--- src/rtl/s_pl_skid_buf_pkg.sv ---
// Shared types and constants for the s_pl_skid_buf elastic stage.
package s_pl_skid_buf_pkg;

    localparam int OCNT_W = 2;

    typedef enum logic [1:0] {
        ST_EMPTY = 2'd0,
        ST_BUSY  = 2'd1,
        ST_FULL  = 2'd2,
        ST_ILL   = 2'd3
    } state_t;

    typedef struct packed {
        logic ld_main;
        logic ld_skid;
        logic mv_skid;
    } ld_t;

    function automatic logic [OCNT_W-1:0] occ_of(input state_t s);
        logic [OCNT_W-1:0] n;
        n = '0;
        case (s)
            ST_BUSY: n = OCNT_W'(1);
            ST_FULL: n = OCNT_W'(2);
            default: n = '0;
        endcase
        return n;
    endfunction

endpackage

--- src/rtl/s_pl_skid_buf_ctl.sv ---
// Skid-buffer control: state machine, registered handshake/occupancy
// outputs and load enables for the main/skid data entries.
module s_pl_skid_ctl
    import s_pl_skid_buf_pkg::*;
(
    input  logic              clk,
    input  logic              rst_n,
    input  logic              i_clr,
    input  logic              i_vld,
    input  logic              i_ordy,
    output logic              o_irdy,
    output logic              o_ovld,
    output logic [OCNT_W-1:0] o_ocnt,
    output ld_t               o_ld
);

    state_t            r_state;
    logic              r_irdy;
    logic              r_ovld;
    logic [OCNT_W-1:0] r_ocnt;

    state_t w_nxt;
    ld_t    w_ld;
    logic   w_acc;
    logic   w_snd;

    assign w_acc = i_vld & r_irdy;
    assign w_snd = r_ovld & i_ordy;

    // Flush wins over everything and also suppresses data loads.
    always_comb begin
        w_nxt = r_state;
        w_ld  = '0;
        if (i_clr) begin
            w_nxt = ST_EMPTY;
        end else begin
            case (r_state)
                ST_EMPTY: begin
                    if (w_acc) begin
                        w_nxt       = ST_BUSY;
                        w_ld.ld_main = 1'b1;
                    end
                end
                ST_BUSY: begin
                    case ({w_acc, w_snd})
                        2'b11: w_ld.ld_main = 1'b1;
                        2'b10: begin
                            w_nxt        = ST_FULL;
                            w_ld.ld_skid = 1'b1;
                        end
                        2'b01: w_nxt = ST_EMPTY;
                        default: w_nxt = ST_BUSY;
                    endcase
                end
                ST_FULL: begin
                    if (w_snd) begin
                        w_nxt        = ST_BUSY;
                        w_ld.mv_skid = 1'b1;
                    end
                end
                default: w_nxt = ST_EMPTY;
            endcase
        end
    end

    always_ff @(posedge clk or negedge rst_n) begin
        if (!rst_n) begin
            r_state <= ST_EMPTY;
            r_irdy  <= 1'b0;
            r_ovld  <= 1'b0;
            r_ocnt  <= '0;
        end else begin
            r_state <= w_nxt;
            r_irdy  <= (w_nxt != ST_FULL);
            r_ovld  <= (w_nxt == ST_BUSY) || (w_nxt == ST_FULL);
            r_ocnt  <= occ_of(w_nxt);
        end
    end

    assign o_irdy = r_irdy;
    assign o_ovld = r_ovld;
    assign o_ocnt = r_ocnt;
    assign o_ld   = w_ld;

endmodule

--- src/rtl/s_pl_skid_buf.sv ---
// Two-entry elastic pipeline stage (main + skid) with registered ready,
// full 1 beat/cycle throughput and in-order delivery.
module s_pl_skid_buf
    import s_pl_skid_buf_pkg::*;
#(
    parameter int              SIZE    = 8,
    parameter logic [SIZE-1:0] RST_VAL = {SIZE{1'b0}}
) (
    input  logic            clk,
    input  logic            rst_n,
    input  logic            iclr,
    input  logic            ivld,
    input  logic [SIZE-1:0] idat,
    output logic            irdy,
    output logic            ovld,
    output logic [SIZE-1:0] odat,
    input  logic            ordy,
    output logic [1:0]      ocnt
);

    logic [SIZE-1:0]   r_main;
    logic [SIZE-1:0]   r_skid;
    ld_t               w_ld;
    logic [OCNT_W-1:0] w_ocnt;

    s_pl_skid_ctl u_ctl (
        .clk    (clk),
        .rst_n  (rst_n),
        .i_clr  (iclr),
        .i_vld  (ivld),
        .i_ordy (ordy),
        .o_irdy (irdy),
        .o_ovld (ovld),
        .o_ocnt (w_ocnt),
        .o_ld   (w_ld)
    );

    always_ff @(posedge clk or negedge rst_n) begin
        if (!rst_n) begin
            r_main <= RST_VAL;
            r_skid <= RST_VAL;
        end else begin
            if (w_ld.ld_main) begin
                r_main <= idat;
            end else if (w_ld.mv_skid) begin
                r_main <= r_skid;
            end
            if (w_ld.ld_skid) begin
                r_skid <= idat;
            end
        end
    end

    assign odat = r_main;
    assign ocnt = w_ocnt;

endmodule
--- config.mk ---
export PLATFORM = sky130hd
export DESIGN_NAME = s_pl_skid_buf
export DESIGN_NICKNAME = d
export VERILOG_FILES = /design/src/rtl/s_pl_skid_buf_pkg.sv /design/src/rtl/s_pl_skid_buf_ctl.sv /design/src/rtl/s_pl_skid_buf.sv
export SDC_FILE = /design/constraint.sdc
export NUM_CORES = 1
export LEC_CHECK = 0
export BUFFER_PORTS_ARGS = -buffer_cell sky130_fd_sc_hd__clkbuf_2
export CAP_MARGIN = 10
export CORE_MARGIN = 2
export CORE_UTILIZATION = 55
export DETAILED_ROUTE_END_ITERATION = 8
export PLACE_DENSITY = 0.93
export SETUP_SLACK_MARGIN = 0.4
export SYNTH_ARGS = -nofsm -noshare
export SYNTH_HDL_FRONTEND = slang
export SYNTH_SLANG_ARGS = --single-unit
--- constraint.sdc ---
create_clock -name clk -period 3 [get_ports clk]
set_clock_uncertainty 0.1 [all_clocks]
set_input_delay 0.6 -clock clk [delete_from_list [all_inputs] [get_ports clk]]
set_output_delay 0.6 -clock clk [all_outputs]
set_load 0.03 [all_outputs]
; ---- Word-level counts from Yosys, hierarchy flattened
; Index checks and enable logic that the tools add are counted.
[totals]
regBits = 22
latchBits = 0
mem_bits_rw = 0
mem_bits_ro = 0
inputBits = 13
mem_count = 0
[classes]
n_addsub = 0
mul = 0
div_mod_pow = 0
magnitude_cmp = 0
n_eq_ne = 8
shifts = 0
muxes = 16
bitwise_logic = 2
n_reduce_logical = 3
[ops]
columns = cell, count
row1 = 8-bit 2-to-1 mux, 2
row2 = 2-bit case mux with 3 select lines, 2
row3 = "2-bit == test, second input constant", 4
row4 = "2-bit by 1-bit == test with 1-bit output, second input constant", 3
row5 = 1-bit 2-to-1 mux, 6
row6 = 2-bit 2-to-1 mux, 3
row7 = 2-bit case mux with 2 select lines, 1
row8 = 3-bit 2-to-1 mux, 1
row9 = 1-bit AND, 2
row10 = 2-bit logical NOT, 1
row11 = "2-bit inequality test, second input constant", 1
row12 = 1-bit case mux with 2 select lines, 1
row13 = 2-bit nonzero test, 1
row14 = 1-bit logical OR, 1

; ---- Depth between registers and ports, before layout
; Gate-level depths: netlist of the first run.
[logic_depth]
word_depth = 7
mapped_depth = 7
mapped_depth_nobuf = 7

; ---- Cells and area by module
; A second synthesis of the first run with hierarchy kept.
[hier_totals]
cells_unflattened = 79
hier_area_um2 = 1016.0
[modules_own_cells]
columns = module, n_inst, cells_per_inst, area_each_um2, seq_area_each_um2
row1 = s_pl_skid_buf, 1, 51, 704.4, 400.4
row2 = s_pl_skid_ctl, 1, 28, 311.5, 150.1

; ---- Worst setup path after synthesis of the first run
; Ideal clock, no wire load.
[synth_path]
kind = register to register
start = register u_ctl.r_irdy (netlist: u_ctl.o_irdy)
end = register r_skid[0]
setup_ns = 0.125
arrival_time_ns = 1.710
required_time_ns = 2.775
path_slack_ns = 1.065
stages_incl_launch_ff = 6
n_path_buf = 1
path_cell_list = dfrtp_1 > and2_1 > ha_1 > nor4bb_1 > buf_2 > mux2_2
[synth_between]
elab_chain_cells = 5
[synth_lines]
columns = element, line_no
row1 = from (decl), s_pl_skid_buf_ctl.sv:18  ; logic r_irdy;
row2 = from (signal assigned), s_pl_skid_buf_ctl.sv:74  ; r_irdy <= (w_nxt != ST_FULL);
row3 = 1-bit AND, s_pl_skid_buf_ctl.sv:27  ; assign w_acc = i_vld & r_irdy;
row4 = 2-bit == test, s_pl_skid_buf_ctl.sv:45  ; case ({w_acc, w_snd})
row5 = 1-bit 2-to-1 mux, s_pl_skid_buf_ctl.sv:45
row6 = 1-bit 2-to-1 mux, s_pl_skid_buf_ctl.sv:37  ; case (r_state)
row7 = 3-bit 2-to-1 mux, s_pl_skid_buf_ctl.sv:34  ; if (i_clr) begin
row8 = to (signal assigned), s_pl_skid_buf.sv:49  ; r_skid <= idat;
row9 = to (decl), s_pl_skid_buf.sv:22  ; logic [SIZE-1:0] r_skid;
; Every way passes these cells.
; A chain may end at the register's enable or synchronous reset.

; ---- Final worst setup path of the first run
[layout_path]
start = register u_ctl.r_irdy (netlist: u_ctl.o_irdy)
end = register r_skid[6]
; Same word-level chain as after synthesis.

==> flow_metrics.tcl, run 1 <==
set metrics [dict create \
    h-tree-depth 1 \
    outcome "completed" \
    cts_buffer_depth 2 \
    syn_to_final_growth_pct 16.7 \
    cp_max_fo 8 \
    die_area_um2 2210 \
    antenna_cells 0 \
    dp.cells 124 \
    rsz0062_at_grt "false" \
    finalSetupViolations 0 \
    worstPathRequired_ns 3.09 \
    synth_cell_types 24 \
    crit_type "flop to flop" \
    yosys.area_share.simple_pct 13.5 \
    insertion_delay_ns 0.31 \
    grt_max_degree 23 \
    synth_nets 95 \
    cts_resized 0 \
    syn_area_um2 1020 \
    fin_cells 128 \
    clkTransAtPathRegs_ns 0.13 \
    root_buffer "clkbuf_4" \
    antenna_found_initial 0 \
    synth_area_leaders "dfrtp_1 (54%), mux2_2 (8.8%), a221o_1 (7.9%)" \
    multi_input_area_um2 429 \
    worst_pin_slew_ns 0.538 \
    dr.pass1.iters 4 \
    die-width_um 47.1 \
    grt_pass1_wl_mm 2.90 \
    ant_nets 0 \
    drc 0 \
    ys_warn_count 0 \
    postCtsSetupRepairBufs 0 \
    synth_top_area_share_pct 54.0 \
    vias 716 \
    die_h_um 47.1 \
    finalCriticalPeriod_ns 1.93 \
    synthXorXnorAreaFrac_pct 0 \
    synth_cells 78 \
    crit_path_end_kind "flop" \
    start_util_pct 59.1 \
    wl_mm 1.90 \
    fmax_mhz 518 \
    powerDensity_nw_per_um2 752 \
    cts_sinks 22 \
    synth_top_family_by_area "compound AO/OA/AOI/OAI gates" \
    finalMaxSlewViolations 0 \
    synth_top_area_cell "dfrtp_1" \
    startpoint_type "flop" \
    hold_viol_final 0 \
    fillers 136 \
    p_leak_uw 0.000597 \
    grt_remaining_overflow 0 \
    grt_use_total_pct 18.6 \
    synth.area.mux_share_pct 8.83 \
    wire_per_inst_um 14.8 \
    worst_slack_ns 1.07 \
    synth_compound_area_share_pct 14.8 \
    ir_worst_vdd_mv 0.455 \
    drt_iter0_markers 24 \
    gp_congestion 0.785 \
    drive_gt1_share_pct 38.8 \
    grt_pass1_vias 642 \
    nets 121 \
    cts_inserted_buffers 3 \
    synthAdderAreaFrac_pct 4.91 \
    yosysSeqAreaShare_pct 54.0 \
    fin_setup_tns_ns 0 \
    arrival_ns 2.03 \
    routed_via_density 5.59 \
    core_um2 1730 \
    seq_area_um2 551 \
    fin_crit_sh_pct 64.4 \
    rows 15 \
    hpwl_mm 1.31 \
    dp_slack_ns 0.811 \
    io_pins 25 \
    portBuffers 24 \
    ctsHoldBuffers 0 \
    finalCoreUtilization_pct 68.9 \
    slew_headroom_pct 64.1 \
    cts_tree "yes" \
    ys_ff_latch 22 \
    hp-class "primary input to asynchronous set/reset pin" \
    syn_area_per_cell_um2 13.1 \
    drv_cap 0 \
]
[kinds of logic after synthesis]
| family | count (synthesis) |
|---|---|
| mux | 8 |
| simple gates | 21 |
| compound gates | 15 |
| flops | 22 |
| fa+ha+maj | 4 |
| buf+inv | 8 |
[cell usage in the layout, fill, tap and decap left out, types with 3 or more instances in the layout]
master    instances
mux2_2            8
inv_1             4
clkbuf_2         24
clkbuf_4          3
and3_1            9
a221o_1           8
dfrtp_1          22
ha_1              4
[flip-flops by register name (all words and copies together), names as in the netlist]
signal,cells
odat,8
r_skid,8
u_ctl.o_ocnt,2
u_ctl.r_state,2
u_ctl.o_irdy,1
u_ctl.o_ovld,1
[path summary, 6_finish.rpt]
check,from,to,slack (ns),cells past startpoint
setup / recovery,u_ctl.o_irdy$_DFF_PN0_,r_skid[6]$_DFFE_PN0P_,1.07,5
hold reg to reg,r_skid[3]$_DFFE_PN0P_,r_skid[3]$_DFFE_PN0P_,0.42,1
hold / removal,rst_n,odat[1]$_DFFE_PN0P_,0.15,1
max in group asynchronous,rst_n,u_ctl.o_ocnt[0]$_DFF_PN0_,2.28,1
setup reg to reg,u_ctl.o_irdy$_DFF_PN0_,r_skid[6]$_DFFE_PN0P_,1.07,5
min in group clk,r_skid[3]$_DFFE_PN0P_,r_skid[3]$_DFFE_PN0P_,0.42,1
[layer usage]
layer	track usage (%)	wire [um]	part of all wire, %
met1	29.7	947	50
met2	25.5	891	47
met4	8.89	14	0.74
met3	1.15	43	2.3
met5	0	0	0
[critical path: stages, from the launching register on]
cell,delay (ns)
dfrtp_1,0.42
and2_1,0.25
ha_1,0.18
nor4bb_1,0.31
buf_4,0.23
mux2_2,0.34
[Yosys cell counts (all sizes together)]
master and count:
a21bo 1, a21oi 2, a221o 8, a32oi 1, and2 1, and3 10
and4b 1, buf 3, clkbuf 1, dfrtp 22, ha 4, inv 4
mux2 8, nand2 2, nand3 2, nand3b 1, nand4 1, nand4b 1
nor2 1, nor4bb 1, o21a 1, o21ai 2
[per-stage QoR]
step	total power, uW	hold slack (ns)	area, um^2
after detailed placement	738	0.390	1150
after floorplan	650	0.204	1020
final	895	0.146	1190
after CTS	898	0.165	1190
after global placement	724	0.381	1150
after global routing	948	0.181	1190
[layout make-up]
type / count / share of cell area (%)
Multi-Input combinational cell: 48 / 36.1
Inverter: 4 / 1.26
Clock buffer: 4 / 3.05
Timing Repair Buffer: 25 / 10.7
Sequential cell: 22 / 46.3
Tap cell: 25 / 2.63
[report_power, final]
part           switching [uW]  leakage (uW)  internal, uW  total (uW)
Combinational             160      0.000305           123         283
Sequential               59.1      0.000271           392         452
Clock                    87.1     0.0000210          74.0         161
Total                     306      0.000597           589         895
No activity file was read; power rests on OpenSTA's default activity.
==> run 2: changes to the inputs <==
--- a/config.mk
+++ b/config.mk
@@ -5,12 +5,13 @@
 export SDC_FILE = /design/constraint.sdc
 export NUM_CORES = 1
 export LEC_CHECK = 0
+export ABC_AREA = 1
 export BUFFER_PORTS_ARGS = -buffer_cell sky130_fd_sc_hd__clkbuf_2
 export CAP_MARGIN = 10
 export CORE_MARGIN = 2
-export CORE_UTILIZATION = 55
+export CORE_UTILIZATION = 52
 export DETAILED_ROUTE_END_ITERATION = 8
-export PLACE_DENSITY = 0.93
+export PLACE_DENSITY = 0.88
 export SETUP_SLACK_MARGIN = 0.4
 export SYNTH_ARGS = -nofsm -noshare
 export SYNTH_HDL_FRONTEND = slang
==> constraint.sdc (replaced) <==
create_clock -name clk -period 1.8 [get_ports clk]
set_clock_uncertainty 0.1 [all_clocks]
set_input_delay 0.36 -clock clk [delete_from_list [all_inputs] [get_ports clk]]
set_output_delay 0.36 -clock clk [all_outputs]
set_load 0.03 [all_outputs]
==> run 2 against run 1 <==
Net effect:
- worst setup slack worse by 0.75 ns
- via count is 29% higher
- sequential power is 68% higher
- die area is 13% higher
- synthesized cell count is 62% higher
- design area is 17% higher
- largest cell class unchanged
- highest routed layer unchanged
==> flow_metrics.tcl, run 2 <==
set metrics [dict create \
    cp_max_fo 2 \
    finalMaxSlewViolations 0 \
    finalSetupViolations 0 \
    drt_iter0_markers 27 \
    root_buffer "clkbuf_4" \
    outcome "completed" \
    hp-class "primary input to flop" \
    yosys.area_share.simple_pct 23.7 \
    wl_mm 2.14 \
    grt_max_degree 23 \
    hold_viol_final 0 \
    synth_nets 143 \
    drc 0 \
    fin_setup_tns_ns 0 \
    slew_headroom_pct 64.6 \
    synthXorXnorAreaFrac_pct 0 \
    startpoint_type "flop" \
    drive_gt1_share_pct 42.4 \
    ir_worst_vdd_mv 0.656 \
    cts_buffer_depth 2 \
    r2r-end "u_ctl.o_ovld$_DFF_PN0_" \
    synthAdderAreaFrac_pct 4.55 \
    die-width_um 50.0 \
    cts_inserted_buffers 3 \
    insertion_delay_ns 0.31 \
    yosysSeqAreaShare_pct 50.1 \
    arrival_ns 1.60 \
    die_h_um 50.0 \
    finalCriticalPeriod_ns 1.48 \
    wire_per_inst_um 11.6 \
    grt_pass1_vias 903 \
    synth.area.mux_share_pct 0 \
    synth_area_leaders "dfrtp_1 (50%), nand2_1 (13%), inv_1 (7.8%)" \
    crit_path_end_kind "flop" \
    synth_top_area_cell "dfrtp_1" \
    synth_top_family_by_area "simple AND/OR/NAND/NOR gates" \
    core_um2 1980 \
    r2r_slack_ns 0.32 \
    syn_to_final_growth_pct 26.2 \
    placed_cell_area_um2 1290 \
    final_common_cell "nand2_1" \
    drv_cap 0 \
    synth_enable_flop_cells 0 \
    r2r_cells 8 \
    worst_pin_slew_ns 0.531 \
    antenna_cells 0 \
    grt_pass1_wl_mm 3.84 \
    rows 16 \
    portBuffers 24 \
    dr.pass1.iters 6 \
    gp_congestion 0.787 \
    async_flop_share_pct 100 \
    io_pins 25 \
    hpwl_mm 1.49 \
    ys_ff_latch 22 \
    synth_cell_types 15 \
    clkTransAtPathRegs_ns 0.11 \
    ys_warn_count 0 \
    start_util_pct 55.5 \
    syn_area_um2 1100 \
    grt_remaining_overflow 0 \
    antenna_found_initial 0 \
    p_leak_uw 0.000727 \
    synth_common_cells "nand2_1 (37), inv_1 (23), dfrtp_1 (22), nand3_1 (10), o21ai_2 (9)" \
    fin_crit_sh_pct 82.1 \
    powerDensity_nw_per_um2 1200 \
    cts_sinks 22 \
    startpoint "u_ctl.o_irdy$_DFF_PN0_" \
    worstPathRequired_ns 1.92 \
    final_cell_mix "nand2_1 (33), clkbuf_2 (20), inv_1 (19)" \
    die_area_um2 2500 \
    synth_top_area_share_pct 50.1 \
    fillers 134 \
    grt_use_total_pct 20.2 \
    routed_via_density 4.98 \
    synth_cells 126 \
    crit_type "flop to flop" \
    synth_compound_area_share_pct 10.8 \
    rsz0062_at_grt "true" \
    vias 921 \
    syn_area_per_cell_um2 8.73 \
    yosysMostFrequentCell "nand2_1" \
    cts_tree "yes" \
    nets 176 \
    ys.flop_type "dfrtp_1" \
    r2r_start "u_ctl.o_irdy$_DFF_PN0_" \
    fmax_mhz 677 \
    h-tree-depth 1 \
    postLayoutCellArea_um2 1390 \
    ant_nets 0 \
    cp-endpoint "u_ctl.o_ovld$_DFF_PN0_" \
]
==> run 2: stage by stage <==
stage               util, %  instances  hold slack, ns  total power [uW]  setup WS, ns
floorplan                 -        126         -0.0356              1220         0.270
global placement       65.2        176           0.256              1350         0.293
detailed placement     65.2        176           0.262              1390         0.258
CTS                    68.7        183           0.179              1650         0.334
global route           70.0        185           0.165              1790         0.267
finish                 70.0        185           0.185              1660         0.322
==> run 2: power breakdown <==
part	internal, uW	switching (uW)	leakage [uW]
Combinational	249	422	0.000448
Clock	86.6	140	0.0000150
Sequential	663	96.9	0.000264
Total	999	659	0.000727
==> run 2: cell families (layout without fill, tap and decap cells) <==
| group | after synthesis | after routing |
|---|---|---|
| AOI/OAI and AO/OA | 17 | 17 |
| buffers and inverters | 27 | 59 |
| adders and majority gates | 4 | 4 |
| DFF | 22 | 22 |
| and+or+nand+nor | 56 | 56 |
==> run 2: cell type report <==
| class | count | area, um^2 | area share [%] |
|---|---|---|---|
| repair buffers | 31 | 185 | 13.3 |
| well taps | 27 | 33.8 | 2.43 |
| inverters | 24 | 90.1 | 6.49 |
| flip-flops and latches | 22 | 556 | 40.0 |
| clock buffers | 4 | 26.3 | 1.89 |
| multi-input cells | 77 | 497 | 35.8 |
==> run 2: worst min-delay path by stage <==
| stage | startpoint | to | slack (ns) | cells past startpoint |
|---|---|---|---|---|
| 3_5_place_dp | rst_n | u_ctl.o_ocnt[1]$_DFF_PN0_ | 0.26 | 1 |
| 6_report | idat[5] | r_skid[5]$_DFFE_PN0P_ | 0.18 | 3 |
| 5_1_grt | idat[5] | r_skid[5]$_DFFE_PN0P_ | 0.17 | 3 |
| 4_1_cts | idat[5] | r_skid[5]$_DFFE_PN0P_ | 0.18 | 3 |
| 2_1_floorplan | rst_n | odat[0]$_DFFE_PN0P_ | -0.04 | 0 |
| 3_3_place_gp | rst_n | u_ctl.o_ocnt[1]$_DFF_PN0_ | 0.26 | 1 |
==> run 2: routing by layer <==
layer	routed length [um]	global-route usage, %	part of all wire (%)	vias to the layer above
li1	-	-	-	452
met3	91	2.73	4.3	4
met1	884	25.4	41	436
met4	33	10.2	1.5	0
met5	0	0	0	-
met2	1130	33.6	53	29
==> run 2: what timing repair did <==
| item | in CTS | in global routing |
|---|---|---|
| pin swaps | 3 | 2 |
| hold endpoints to repair | 22 | 0 |
| gates cloned | 0 | 0 |
| hold buffers | 1 | 0 |
| resized for setup | 5 | 11 |
| setup endpoints to repair | 13 | 24 |
| setup buffers | 2 | 2 |
==> run 2: worst max-delay path: stages, from the launching register on <==
cell     delay, ns
dfrtp_2       0.43
nand2_2       0.07
inv_2         0.05
ha_4          0.26
nand3_2       0.06
nand3_2       0.08
inv_2         0.06
ha_4          0.25
inv_2         0.02
